File: src/rtl/serial_sub_pkg.sv
// Shared constants for the bit-serial subtractor controller.
// State encodings and default operand width.
package serial_sub_pkg;

  localparam logic [1:0] ST_IDLE = 2'd0;
  localparam logic [1:0] ST_RUN  = 2'd1;
  localparam logic [1:0] ST_DONE = 2'd2;

  localparam int SUB_WIDTH_DEFAULT = 8;

endpackage

File: src/rtl/full_subtractor_gate.sv
// Single-bit full subtractor cell.
// D = A - B - Bin (mod 2), Bout = borrow out.
module full_subtractor_gate (
  input  logic A,
  input  logic B,
  input  logic Bin,
  output logic D,
  output logic Bout
);

  assign D    = A ^ B ^ Bin;
  assign Bout = (~A & B) | (~(A ^ B) & Bin);

endmodule

File: src/rtl/serial_subtractor_ctrl.sv
// Bit-serial subtractor: one full_subtractor_gate reused
// over WIDTH cycles, LSB first, start/done handshake.
module serial_subtractor_ctrl
  import serial_sub_pkg::*;
#(
  parameter int WIDTH = SUB_WIDTH_DEFAULT
) (
  input  logic             clk,
  input  logic             rst_n,
  input  logic             start,
  input  logic [WIDTH-1:0] a,
  input  logic [WIDTH-1:0] b,
  input  logic             bin,
  output logic             busy,
  output logic             done,
  output logic [WIDTH-1:0] diff,
  output logic             borrow_out
);

  localparam int CW = (WIDTH > 1) ? $clog2(WIDTH) : 1;
  localparam logic [CW-1:0] LAST = CW'(WIDTH - 1);

  logic [1:0]       state;
  logic [1:0]       state_nxt;
  logic [CW-1:0]    cnt;
  logic [WIDTH-1:0] a_sh;
  logic [WIDTH-1:0] b_sh;
  logic [WIDTH-1:0] res_sh;
  logic             brw;
  logic             d;
  logic             bout;
  logic             accept;
  logic             last;

  full_subtractor_gate u_cell (
    .A    (a_sh[0]),
    .B    (b_sh[0]),
    .Bin  (brw),
    .D    (d),
    .Bout (bout)
  );

  assign accept = start &&
                  ((state == ST_IDLE) ||
                   (state == ST_DONE));
  assign last   = (cnt == LAST);

  always_ff @(posedge clk or negedge rst_n) begin
    if (!rst_n) state <= ST_IDLE;
    else        state <= state_nxt;
  end

  always_comb begin
    state_nxt = ST_IDLE;
    case (state)
      ST_IDLE: state_nxt = start ? ST_RUN : ST_IDLE;
      ST_RUN:  state_nxt = last ? ST_DONE : ST_RUN;
      ST_DONE: state_nxt = start ? ST_RUN : ST_IDLE;
      default: state_nxt = ST_IDLE;
    endcase
  end

  always_comb begin
    busy = 1'b0;
    done = 1'b0;
    case (state)
      ST_RUN:  busy = 1'b1;
      ST_DONE: done = 1'b1;
      default: ;
    endcase
  end

  // Result bits enter from the MSB side so bit 0 lands last.
  always_ff @(posedge clk or negedge rst_n) begin
    if (!rst_n) begin
      cnt        <= '0;
      a_sh       <= '0;
      b_sh       <= '0;
      res_sh     <= '0;
      brw        <= 1'b0;
      diff       <= '0;
      borrow_out <= 1'b0;
    end else if (accept) begin
      cnt    <= '0;
      a_sh   <= a;
      b_sh   <= b;
      res_sh <= '0;
      brw    <= bin;
    end else if (state == ST_RUN) begin
      res_sh <= {d, res_sh[WIDTH-1:1]};
      a_sh   <= a_sh >> 1;
      b_sh   <= b_sh >> 1;
      brw    <= bout;
      if (!last) cnt <= cnt + 1'b1;
      if (last) begin
        diff       <= {d, res_sh[WIDTH-1:1]};
        borrow_out <= bout;
      end
    end
  end

endmodule

File: config.mk
export PLATFORM = sky130hd
export DESIGN_NAME = serial_subtractor_ctrl
export DESIGN_NICKNAME = d
export VERILOG_FILES = /design/src/rtl/serial_sub_pkg.sv /design/src/rtl/full_subtractor_gate.sv /design/src/rtl/serial_subtractor_ctrl.sv
export SDC_FILE = /design/constraint.sdc
export NUM_CORES = 1
export LEC_CHECK = 0
export CORE_ASPECT_RATIO = 1.25
export CORE_MARGIN = 1
export CORE_UTILIZATION = 51
export CTS_CLUSTER_SIZE = 25
export DETAILED_ROUTE_END_ITERATION = 10
export PLACE_DENSITY = 0.87
export SYNTH_ARGS = -nofsm -noshare
export SYNTH_HDL_FRONTEND = slang
export SYNTH_SLANG_ARGS = --single-unit
File: constraint.sdc
create_clock -name clk -period 2 [get_ports clk]
set_input_delay 0.4 -clock clk [delete_from_list [all_inputs] [get_ports clk]]
set_output_delay 0.4 -clock clk [all_outputs]
set_load 0.1 [all_outputs]
After elaboration in Yosys (flattened, before gate mapping)

Index checks and enable logic that the tools add are counted.

$add $sub $neg: 1
Equal/unequal tests: 4
Muxes and demuxes: 16
Bitwise operators: 8
Reduce and logical (&&, ||, !) cells: 7

Operators by type and width:

| operator              | count |
|---|---|
| $mux W8               | 6 |
| $mux W3               | 3 |
| $mux W1               | 5 |
| $pmux W2 S2           | 1 |
| $add A3 B1 Y3 const B | 1 |
| $eq A3 B3 Y1 const B  | 1 |
| $not A1 Y1            | 3 |
| $reduce_and A3 Y1     | 1 |
| $and A1 B1 Y1         | 2 |
| $eq A2 B1 Y1 const B  | 1 |
| $eq A2 B2 Y1 const B  | 1 |
| $logic_not A2 Y1      | 1 |
| $mux W2               | 1 |
| $ne A2 B2 Y1 const B  | 1 |
| $reduce_and A2 Y1     | 1 |
| $reduce_bool A2 Y1    | 1 |
| $reduce_or A2 Y1      | 1 |
| $xor A1 B1 Y1         | 2 |
| $logic_and A1 B1 Y1   | 1 |
| $logic_or A1 B1 Y1    | 1 |
| $or A1 B1 Y1          | 1 |

Register bits: 39
Output and inout bits: 11
Logic and storage cells: 44

Logic depth before layout (Yosys ltp)

Word-level depth: 6
Mapped depth: 6

Hierarchy

Synthesis repeated with hierarchy kept, for this count alone.

Cells, all modules: 144
Area, all modules: 2010.7 um^2

By module, submodules not included:

| module                 | instances | cells an instance | area each (um^2) |
|---|---|---|---|
| serial_subtractor_ctrl | 1         | 140               | 1979.4 |
| full_subtractor_gate   | 1         | 4                 | 31.3 |

Worst setup path before layout

No wires, ideal clock.

Kind: register to output
Start point: register state[0]
End point: output port done
Arrival: 1.850 ns
Required time: 1.600 ns
Slack: -0.250 ns
Cell stages (with the launch flop): 3
Path buffers: 1
Path through: dfrtp_1 > buf_4 > nor2b_1

Longest elaborated chain between the ends: 2

Ends and longest elaborated chain:

| item                     | line                         | RTL |
|---|---|---|
| start: declaration       | serial_subtractor_ctrl.sv:23 | `logic [1:0] state;` |
| start signal: assignment | serial_subtractor_ctrl.sv:50 | `else state <= state_nxt;` |
| $eq A2 B2 Y1             | serial_subtractor_ctrl.sv:66 | `case (state)` |
| $mux W1                  | serial_subtractor_ctrl.sv:66 |  |
| end: declaration         | serial_subtractor_ctrl.sv:15 | `output logic done,` |

No other way between the ends.

Worst setup path in the final report

Start point: register state[0]
End point: output port busy

Longest elaborated chain between the ends: 2

Ends and longest elaborated chain:

| item             | line                         | RTL |
|---|---|---|
| $eq A2 B1 Y1     | serial_subtractor_ctrl.sv:66 |  |
| $mux W1          | serial_subtractor_ctrl.sv:66 |  |
| end: declaration | serial_subtractor_ctrl.sv:14 | `output logic busy,` |

No other way between the ends.

==> flow_summary.toml <==
[route]
via_count = 1194
drtIter0Drc = 39
totalWireLength_um = 3100
drc = 0
avgRoutedWirePerCell_um = 14.8
vias_per_cell = 5.69
drt_pre_antenna_iters = 6
ant_nets = 0

[synth]
synthArstFlopShare_pct = 100
yosysWarnings = 0
synth_flop_cell = "dfrtp_1"
ys_types = 26
synth_area_per_cell_sq_um = 11.7
ys_seq_area_share_pct = 58.1
syn_nets = 163
synth-seq-cells = 38
synth_enable_flop_cells = 0
synthCells = 140
syn_area_sq_um = 1640

[global_route]
grt_pass1_vias = 1190
grt_pass1_wl_um = 5200
grt-ovfl-total = 0
grt_max_degree = 39
antenna_found_initial = 0
grt.total_usage_pct = 21.3

[clock_network]
clk_latency_ps = 340
cts_root_buf = "clkbuf_4"
clockBufferDepth = 2
htreeDepth = 2
clkSlewWorstSetupHoldPaths_ps = 110
post_cts_buffers = 0
cts_tree = "done"
numCtsBuffers = 5
cts_sinks = 38

[worst_setup_path]
cp_num_buf_inv = 2
arrival_ps = 1420
cpMaxStageDelayCell = "dfrtp_2"
worstSetupEndpointType = "output pin"
cp_cell_sequence = "nand2b_1, inv_1, buf_12"
path_delay_family = "flip-flops"
crit_required_ps = 1600
crit_type = "reg -> out"
worstPathMaxFanout = 11
r2r_slack_ps = 500
max_stage_delay_ps = 530
crit_path_start_kind = "flop"

[sta]
fin_skew_ps = 7.81
min_period_ps = 1820
fmax_ghz = 0.548
slew-limit-headroom_pct = 60.0
max_slew.worst_pin.slew_ps = 599
min_period_over_period_pct = 91.2
grt_setup_unrepaired = "false"
drv_slew = 0
tns_ps = 0
hold_viol_final = 0
setup_viol = 0

[floorplanning]
io_pins = 31
initial_core_util_pct = 54.6
die_w_um = 52.7
core_area_sq_um = 3000
die_area_sq_um = 3440
die_y_um = 65.4
rows = 22

[place]
dp_hpwl_um = 2250
numPortBuffers = 30
post_dp_cell_area_sq_um = 1970
gp_congestion = 0.710

[cells_and_area]
final_cell_mix = "dfrtp_1 (37), clkdlybuf4s50_1 (19), inv_1 (17), a21oi_1 (16), buf_4 (14)"
fillers = 234
final_area_sq_um = 2020
areaGrowthSynthToFinish_pct = 23.1
drive_gt1_share_pct = 22.4
antenna_cells = 0
seqCellArea_sq_um = 952
postLayoutCoreUtil_pct = 67.2
final_net_count = 197
multi_input_area_sq_um = 573
layout_commonest_cell = "dfrtp_1"

[min_path]
min-delay-path-class = "in -> async"

[pwr]
p_per_area_nw_per_um2 = 1780
power_leakage_nw = 0.983
power_mw = 3.59
peakVddDrop_mv = 1.18

[run_status]
status = "complete, no violations"

[flow_run]
cap_viol_max_count = 0
worst reg2reg max path, stage by stage, from the launching register on:
cell and delay, ps:
dfrtp_2 520, nor2_2 190, a21o_1 500, a21oi_1 170
path summary, 6_finish.rpt:
check,startpoint,endpoint,depth (start not counted)
worst max-delay path,state[0]$_DFF_PN0_,busy,3
worst max register to register,state[0]$_DFF_PN0_,a_sh[3]$_DFFE_PN0P_,3
worst min-delay path,rst_n,b_sh[1]$_DFFE_PN0P_,2
worst min register to register,cnt[0]$_DFFE_PN0P_,cnt[0]$_DFFE_PN0P_,1
max in group asynchronous,rst_n,state[0]$_DFF_PN0_,2
min in group clk,cnt[0]$_DFFE_PN0P_,cnt[0]$_DFFE_PN0P_,1
cell usage after synthesis (2+ instances only):
cell      instances  area, sq um
nand2b_1          2         12.5
buf_4             3         22.5
a22o_1            8         70.1
inv_1            17         63.8
buf_2             3         15.0
a21oi_1          16         80.1
o211ai_1          2         15.0
nand2_1           5         18.8
o21ai_0           2         10.0
o22ai_1          13         81.3
nor2b_1           3         18.8
ha_1              2         25.0
mux2i_1           2         20.0
nand3_1           3         15.0
mux2_2           10          113
a211oi_1          2         15.0
dfrtp_1          38          951
cell families after synthesis:
group / count (synthesis) / share of synthesized area (%)
buf+inv: 25 / 7.10
simple gates: 16 / 5.81
fa+ha+maj: 3 / 2.75
compound gates: 46 / 18.2
mux: 12 / 8.10
flops: 38 / 58.1
routing by layer:
metal / share of wire (%) / GRT usage, % / vias up
met2: 52 / 36.6 / 41
met3: 4.4 / 6.94 / 6
li1: - / - / 563
met1: 42 / 25.1 / 584
met4: 1.2 / 5.92 / 0
met5: 0 / 0 / -
flip-flops by register name, summed over array words and instances, names as in the netlist:
register	flops
a_sh	8
res_sh	7
b_sh	8
borrow_out	1
brw	1
state	2
diff	8
cnt	3
per-stage QoR:
| step | worst slack [ps] | hold slack, ps | std cells |
|---|---|---|---|
| detailed placement | 0.246 | 469 | 203 |
| finish | 177 | 472 | 210 |
| floorplan | 231 | 104 | 140 |
| global route | 92.6 | 511 | 210 |
| CTS | 36.7 | 484 | 210 |
| global placement | 65.1 | 465 | 203 |
area by class of cell:
class	instances	area share, %
Clock buffer	5	1.86
Clock inverter	2	0.496
Inverter	17	3.16
Multi-Input combinational cell	77	28.4
Sequential cell	38	47.2
Tap cell	36	2.23
Timing Repair Buffer	35	16.6
power breakdown:
part	switching [mW]	internal (mW)
Clock	0.241	0.126
Sequential	0.245	1.12
Combinational	1.21	0.654
Total	1.70	1.90
what timing repair did:
action                                  4_1_cts  5_1_grt
gates resized for setup                       0        1
hold endpoints to repair                      0        0
endpoints found under the setup margin        0        1
hold buffers                                  0        0
(Power assumes the default switching activity.)
